### src/rtl/sat_counter.sv
// sat_counter: saturating up-counter with synchronous clear; clear beats increment.
module sat_counter #(
    parameter int WIDTH = 8
) (
    input  logic             clk,
    input  logic             reset,
    input  logic             inc,
    input  logic             clr,
    output logic [WIDTH-1:0] count
);
    always_ff @(posedge clk) begin
        if (reset || clr)
            count <= '0;
        else if (inc && count != '1)
            count <= count + WIDTH'(1);
    end
endmodule

### config.mk
export PLATFORM = sky130hd
export DESIGN_NAME = sat_counter
export DESIGN_NICKNAME = d
export VERILOG_FILES = /design/src/rtl/sat_counter.sv
export SDC_FILE = /design/constraint.sdc
export NUM_CORES = 1
export LEC_CHECK = 0
export ABC_AREA = 1
export ABC_CLOCK_PERIOD_IN_PS = 2400
export BUFFER_PORTS_ARGS = -buffer_cell sky130_fd_sc_hd__buf_2
export CORE_AREA = 2 2 39 41
export CTS_BUF_LIST = sky130_fd_sc_hd__clkbuf_4 sky130_fd_sc_hd__clkbuf_8
export DETAILED_ROUTE_END_ITERATION = 12
export DIE_AREA = 0 0 41 43
export PLACE_DENSITY = 0.62
export SLEW_MARGIN = 10
export SYNTH_ARGS = -nofsm -noshare
export SYNTH_HDL_FRONTEND = slang
export SYNTH_SLANG_ARGS = --single-unit
### constraint.sdc
create_clock -name clk -period 2.4 [get_ports clk]
set_clock_uncertainty 0.15 [all_clocks]
set_input_delay 0.48 -clock clk [delete_from_list [all_inputs] [get_ports clk]]
set_output_delay 0.48 -clock clk [all_outputs]
set_load 0.1 [all_outputs]
* After elaboration in Yosys (flattened, before gate mapping) *
Index checks and enable logic that the tools add are counted.

word-level totals
  register bits after elaboration = 8
  input port bits = 4
  output and inout port bits = 8
  word-level logic and storage cells = 5

cells by class
  eq/ne operators = 1
  reduce and logical (&&, ||, !) cells = 2
  add/sub/neg operators = 1

operator list
  operator                                      count
  adder 8 x 1 -> 8 bit (second input constant)  1
  != test 8 bit (second input constant)         1
  logical AND 1 bit                             1
  logical OR 1 bit                              1

* Logic depth before layout (Yosys ltp) *
Gate-level depths: netlist of the first run.

  word-level depth = 2
  depth in mapped cells = 8
  depth with buffers taken out = 8

* Least setup slack after synthesis of the first run *
Ideal clock, no wire load.

  path kind = register -> register
  from = reg count[0]
  to = reg count[5]
  setup slack = 0.241 ns
  setup time = 0.119 ns
  path buffers = 1
  stages on the path, launching flop included = 8
  clock period less this slack = 2.159 ns
  arrival time = 1.890 ns
  path through = dfxtp_1 > ha_1 > nand2_1 > nor2_1 > nand2_2 > buf_6 > a21oi_1 > nor2_1

between the ends
  cells in the longest elaborated chain, start to end = 2
  elaborated cells on any way between the ends = 3
  classes of those cells = 1 x add/sub; 1 x eq/ne; 1 x reduce/logical

ends and longest elaborated chain
  what                                                                          line  text
  start: declaration                                                            9     output logic [WIDTH-1:0] count
  start signal: assignment                                                      15    count <= count + WIDTH'(1);
  parallel branches: the longest is 2 deep, another holds adder 8 x 1 -> 8 bit  -

Several ways; the timed one is not identified.
A chain may end at the register's enable or synchronous reset.

* Worst setup path in the final report of the first run *
  from = reg count[5]
  to = out count[5]

No word-level cell between the ends.

==> results.md, run 1 <==
* Area after DPL at 512 µm²
* Max_cap viols at 0
* Avg WL per Cell at 8.85 µm
* DIE HEIGHT at 43 µm
* Slew Limit Fails at 0
* Status: completed
* Non-Filler Instances at 96
* Placed cells at 93
* Buf+Inv Stages, Crit Path at 1
* Die span in x at 41 µm
* H-tree depth at 1
* Cts repair resizes at 0
* CP Cell Sequence: buf_2
* Mapped Area at 448 µm²
* Share of post-route cells with drive strength above 1 at 0.250
* IO buf count at 11
* CTS tree: built
* DR iter-0 viols at 8
* Total Power at 0.268 mW
* Global-route wire length before repair at 1.37 mm
* WHS Path Cells at 2
* CP Launch Type: register
* CTS Buf Count at 3
* Root Driver: clkbuf_4
* Fmax at 575 MHz
* Largest Register: count
* Commonest non-fill, non-tap cells in the layout: 20 x nand2_1, 13 x nor2_1, 11 x buf_2
* Setup violations, final at 0
* Worst-margin pin slew at 486 ps
* Worst Hold Path EP: count[6]$_SDFFE_PP0P_
* Largest net degree at the start of global routing at 12
* Number of global-route vias before repair at 365
* Filler cells at 150
* Design Area, Final at 534 µm²
* Setup TNS Final at 0 ps
* Ys Warns at 0
* Register-to-register setup slack at 950 ps
* Synth Area in Adders at 0.0279
* Reg-to-reg endpoint: count[3]$_SDFFE_PP0P_
* Count of cell types in the netlist at 17
* Fin nets at 87
* Endpoint class of the critical path: output pin
* WS Path Type: reg2out
* Min-delay src: count[6]$_SDFFE_PP0P_
* Core area at 1380 µm²
* Top-level I/O count at 12
* Fin crit period at 1740 ps
* Hold Crit Class: reg2reg
* GP Congestion at 0.715
* Worst endpoint required time at 1770 ps
* Clock Sink Count at 8
* First-pass DRT Iterations at 4
* Fraction of synthesized area in multiplexers at 0
* Post-Syn Area per Cell at 6.69 µm²
* GRT Total Usage at 0.116
* RSZ-0062 raised after global routing: no
* Register bit total from synthesis at 8
* Rel. slew slack at 0.678
* Commonest non-fill, non-tap cell in the layout: nand2_1
* Max reg flops at 8
* Leak Pwr at 0.264 nW
* Post-synthesis sequential area ratio at 0.358
* DR vias/cell at 4.50
* Syn_nets at 72
* ANT nets after route at 0
* Initial Util at 0.324
* CTS max path bufs at 2
* Crit path arrival time at 1110 ps
* Syn Inst Count at 67
* Largest family of logic cells by synthesized area: simple AND/OR/NAND/NOR gates
* P&R area growth vs syn at 19.3%
* Clk Latency, worst-skew pair at 250 ps
* Max stage delay on crit path at 460 ps
* Row cnt at 14
* CTS Hold Buffers Added at 0
* Total setup buffers inserted after CTS at 0
* # diodes at 0
* DRC at 0
* Detail Placement HPWL at 675 µm
* Compound-Gate Fraction of Synth Area at 0.0698
* Final core utilization at 0.386
* Largest registers: count: 8 flops
* Crit-path leading delay family: buffers and inverters
* GRT overflow at 0
* Xor and xnor fraction of the mapped netlist area at 0
* Hold Vio Cnt, Final at 0
* Worst-path fanout max at 5
* Routed vias at 432
* CTS clk-pin slew, worst paths at 60 ps
* Peak supply drop at 250 µV
* Initial antenna violation count at 0
* Simple-gate share of the synthesized area at 0.453
* Worst r2r path cells at 8
* Period utilisation layout at 0.725
* R2R Path Start: count[0]$_SDFFE_PP0P_
* Critical-path top delay cell: buf_2
* Total Wirelength at 850 µm
* Power Dens Cells at 501 nW/µm²
* Die area at 1760 µm²
[through the flow]
stage | setup WS [ps] | hold slack, ps
after global placement | 937 | 326
final | 661 | 341
after global routing | 605 | 384
after detailed placement | 933 | 337
after CTS | 650 | 352
after floorplan | 241 | 478
[Yosys cell counts (all sizes together)]
| cell | count | area (µm²) |
|---|---|---|
| a21oi | 5 | 25.0 |
| a31oi | 1 | 6.26 |
| buf | 1 | 11.3 |
| clkinv | 1 | 3.75 |
| dfxtp | 8 | 160 |
| ha | 1 | 12.5 |
| inv | 7 | 26.3 |
| nand2 | 21 | 81.3 |
| nand3 | 5 | 30.0 |
| nand3b | 1 | 11.3 |
| nor2 | 15 | 75.1 |
| nor3 | 1 | 5.00 |
[area by class of cell]
| cell class | instances | area [µm²] | area share |
|---|---|---|---|
| inverters | 8 | 30.0 | 0.0562 |
| well taps | 16 | 20.0 | 0.0375 |
| clock buffers | 3 | 22.5 | 0.0422 |
| flip-flops and latches | 8 | 160 | 0.300 |
| multi-input cells | 50 | 246 | 0.461 |
| repair buffers | 11 | 55.1 | 0.103 |
[report_power, final]
part	internal (mW)	switching, mW	leakage [nW]	total [mW]
logic	0.00831	0.0205	0.186	0.0288
clock network	0.0572	0.0455	0.0138	0.103
registers	0.134	0.00164	0.0647	0.136
total	0.200	0.0677	0.264	0.268
[cells by family after synthesis]
kind of cell	count (synthesis)
flops	8
compound gates	6
fa+ha+maj	1
simple gates	43
buf+inv	9
[how the worst max path moves through the flow]
stage,end,cells after the start,from,slack (ps)
2_1_floorplan,count[5]$_SDFFE_PP0P_,7,count[0]$_SDFFE_PP0P_,240
3_3_place_gp,count[2],1,count[2]$_SDFFE_PP0P_,940
3_5_place_dp,count[2],1,count[2]$_SDFFE_PP0P_,930
4_1_cts,count[5],1,count[5]$_SDFFE_PP0P_,650
5_1_grt,count[2],1,count[2]$_SDFFE_PP0P_,610
6_report,count[5],1,count[5]$_SDFFE_PP0P_,660
[routing by layer]
metal	wire length, µm	track usage	part of all wire
met5	0	0	0
met1	411	0.135	0.48
met4	0	0.0600	0
met3	42	0.0628	0.049
met2	395	0.166	0.46
No activity file was read; power rests on OpenSTA's default activity.
==> inputs of run 2 (changes only) <==
ABC_AREA = 0   (was 1)
ABC_CLOCK_PERIOD_IN_PS = 1400   (was 2400)
clock period = 1.4 ns   (was 2.4 ns; I/O delays follow)
==> run 2 against run 1 <==
Non-clock buffer count rose by 8; worst setup slack got worse by 650 ps; count of clock-buffer cells in the layout rose by 1; critical endpoint is now count[6]$_SDFFE_PP0P_; largest power group unchanged.
==> results.md, run 2 <==
* Status: completed (unchanged)
* Non-Filler Instances at 86 (was 96)
* Largest registers: count: 8 flops (unchanged)
* # diodes at 0 (unchanged)
* Compound-Gate Fraction of Synth Area at 0.136 (was 0.0698)
* Peak supply drop at 435 µV (was 250 µV)
* M1 WL at 466 µm (was 411 µm)
* Worst-margin pin slew at 251 ps (was 486 ps)
* Row cnt at 14 (unchanged)
* DIE HEIGHT at 43 µm (unchanged)
* Ys Warns at 0 (unchanged)
* Largest Register: count (unchanged)
* Power Dens Cells at 648 nW/µm² (was 501 nW/µm²)
* Global-route wire length before repair at 1.75 mm (was 1.37 mm)
* Async set or reset register ratio after synthesis at 0 (unchanged)
* Mapped Area at 422 µm² (was 448 µm²)
* Number of synthesized flops with an enable pin at 0 (unchanged)
* Number of global-route vias before repair at 397 (was 365)
* Fin crit period at 1390 ps
* Die area at 1760 µm² (unchanged)
* Post-Syn Area per Cell at 8.78 µm² (was 6.69 µm²)
* Top Layer Used: met4 (was met3)
* Total Power at 0.485 mW (was 0.268 mW)
* GRT Total Usage at 0.151 (was 0.116)
* Synth cell count leaders: 8 x dfxtp_1, 7 x nand2_1, 5 x a21oi_1, 4 x mux2i_1 (was 20 x nand2_1, 13 x nor2_1, 8 x dfxtp_1, 6 x inv_1, 5 x a21oi_1)
* Commonest non-fill, non-tap cells in the layout: 8 x buf_12, 8 x buf_4, 7 x nand2_1, 7 x dfxtp_4, 5 x a21oi_1 (was 20 x nand2_1, 13 x nor2_1, 11 x buf_2)
* Clock Sink Count at 8 (unchanged)
* Die span in x at 41 µm (unchanged)
* Hold Vio Cnt, Final at 0 (unchanged)
* RSZ-0062 raised after global routing: yes (was no)
* Max_cap viols at 0 (unchanged)
* Setup TNS Final at 0 ps (unchanged)
* Fin nets at 76 (was 87)
* Most frequent cell after synthesis: dfxtp_1 (was nand2_1)
* DR iter-0 viols at 3 (was 8)
* Count of cell types in the netlist at 23 (was 17)
* Initial antenna violation count at 0 (unchanged)
* Slew Limit Fails at 0 (unchanged)
* Fmax at 720 MHz
* Worst endpoint required time at 1390 ps (was 1770 ps)
* Prevailing post-synth register cell: dfxtp_1 (unchanged)
* IO buf count at 11 (unchanged)
* Endpoint class of the critical path: register (was output pin)
* CP Launch Type: register (unchanged)
* Xor and xnor fraction of the mapped netlist area at 0 (unchanged)
* P&R area growth vs syn at 77.4% (was 19.3%)
* CTS max path bufs at 2 (unchanged)
* Post-synthesis sequential area ratio at 0.380 (was 0.358)
* Hold Crit Class: in2reg (was reg2reg)
* Leak Pwr at 0.300 nW (was 0.264 nW)
* CTS tree: built (unchanged)
* CTS Hold Buffers Added at 0 (unchanged)
* Clk Latency, worst-skew pair at 260 ps (was 250 ps)
* CTS clk-pin slew, worst paths at 60 ps (about the same)
* Crit path arrival time at 1380 ps (was 1110 ps)
* Top-level I/O count at 12 (unchanged)
* DRC at 0 (unchanged)
* Largest net degree at the start of global routing at 8 (was 12)
* DR vias/cell at 5.20 (was 4.50)
* Share of post-route cells with drive strength above 1 at 0.529 (was 0.250)
* Area leader, netlist: dfxtp_1 (unchanged)
* WS Path Type: reg2reg (was reg2out)
* Detail Placement HPWL at 811 µm (was 675 µm)
* Routed vias at 447 (was 432)
* Worst-path fanout max at 4 (was 5)
* H-tree depth at 1 (unchanged)
* Hold_ws at 99.9 ps (was 341 ps)
* Syn Inst Count at 48 (was 67)
* Register bit total from synthesis at 8 (unchanged)
* Dominant cells by area after synthesis: dfxtp_1 38%, mux2i_1 9.5%, nand2_1 6.2% (was dfxtp_1 36%, nand2_1 17%, nor2_1 11%)
* ANT nets after route at 0 (unchanged)
* Placed cells at 81 (was 93)
* Avg WL per Cell at 12.3 µm (was 8.85 µm)
* Total Wirelength at 1.06 mm (was 850 µm)
* WL met2 at 494 µm (was 395 µm)
* Root Driver: clkbuf_4 (unchanged)
* Fraction of synthesized area in multiplexers at 0.0950 (was 0)
* First-pass DRT Iterations at 4 (unchanged)
* Largest family of logic cells by synthesized area: simple AND/OR/NAND/NOR gates (unchanged)
* Max reg flops at 8 (unchanged)
* Initial Util at 0.305 (was 0.324)
* CTS Buf Count at 3 (unchanged)
* Design Area, Final at 748 µm² (was 534 µm²)
* Synth Area in Adders at 0.0297 (was 0.0279)
* Rel. slew slack at 0.831 (was 0.678)
* GRT overflow at 0 (unchanged)
* Period utilisation layout at 0.992
* Syn_nets at 53 (was 72)
* Core area at 1380 µm² (unchanged)
* Share of Yosys cell area claimed by the top area cell type at 0.380 (was 0.358)
* Simple-gate share of the synthesized area at 0.338 (was 0.453)
* GP Congestion at 0.853 (was 0.715)
* Met3 routed WL at 81 µm (was 42 µm)
* Area after DPL at 711 µm² (was 512 µm²)
* Setup violations, final at 0 (unchanged)
==> run 2: changes by cell type after synthesis, moves of 2 or more <==
cell     previous run  this run
or3_1               0         2
nor2_1             13         1
nand4_1             0         2
and3_1              0         2
nand2_1            20         7
mux2i_1             0         4
nand3_1             4         2
inv_1               6         1
and3b_1             0         2
==> run 2: cell type report <==
class	instances	area [µm²]
Timing Repair Buffer	19	235
Fill cell	125	636
Tap cell	16	20.0
Inverter	1	3.75
Sequential cell	8	188
Clock buffer	4	30.0
Multi-Input combinational cell	38	272
==> run 2: final timing paths <==
kind                                            start                     to  slack [ps]  cells after the start
worst max-delay path            count[1]$_SDFFE_PP0P_  count[6]$_SDFFE_PP0P_          10                      4
worst min-delay path                            reset  count[2]$_SDFFE_PP0P_         100                      2
worst max register to register  count[1]$_SDFFE_PP0P_  count[6]$_SDFFE_PP0P_          10                      4
worst min register to register  count[3]$_SDFFE_PP0P_  count[3]$_SDFFE_PP0P_         360                      2
==> run 2: worst max-delay path, cell delays in order (launching register included) <==
cell	delay [ps]
dfxtp_4	360
ha_4	140
nand3_2	80
or4_1	380
and3_1	160
==> run 2: per-layer routing <==
| metal | track usage | up-vias |
|---|---|---|
| met5 | 0 | - |
| met4 | 0.0600 | 0 |
| met3 | 0.0681 | 4 |
| met2 | 0.225 | 19 |
| met1 | 0.180 | 197 |
| li1 | - | 227 |
==> run 2: kinds of logic after synthesis <==
| family | Yosys count |
|---|---|
| AND/OR/NAND/NOR | 24 |
| flip-flops | 8 |
| adder cells (fa/ha/maj) | 1 |
| AO/OA/AOI/OAI | 9 |
| buffers and inverters | 2 |
| multiplexers | 4 |
==> run 2: stage by stage <==
| step | utilization | setup WS, ps |
|---|---|---|
| after CTS | 0.541 | 3.64 |
| final | 0.541 | 11.1 |
| after global routing | 0.541 | -39.3 |
| after floorplan | - | -226 |
| after global placement | 0.514 | 33.5 |
| after detailed placement | 0.514 | -0.840 |
==> run 2: repair_timing <==
action | 4_1_cts | 5_1_grt
pin swaps | 2 | 1
setup buffers | 1 | 0
resized for setup | 0 | 1
setup endpoints to repair | 1 | 3
hold endpoints to repair | 0 | 0
==> run 2: power by group <==
group	total, mW	leakage (nW)	internal, mW	switching, mW
Combinational	0.0546	0.211	0.0236	0.0310
Clock	0.210	0.0184	0.129	0.0815
Sequential	0.220	0.0707	0.218	0.00251
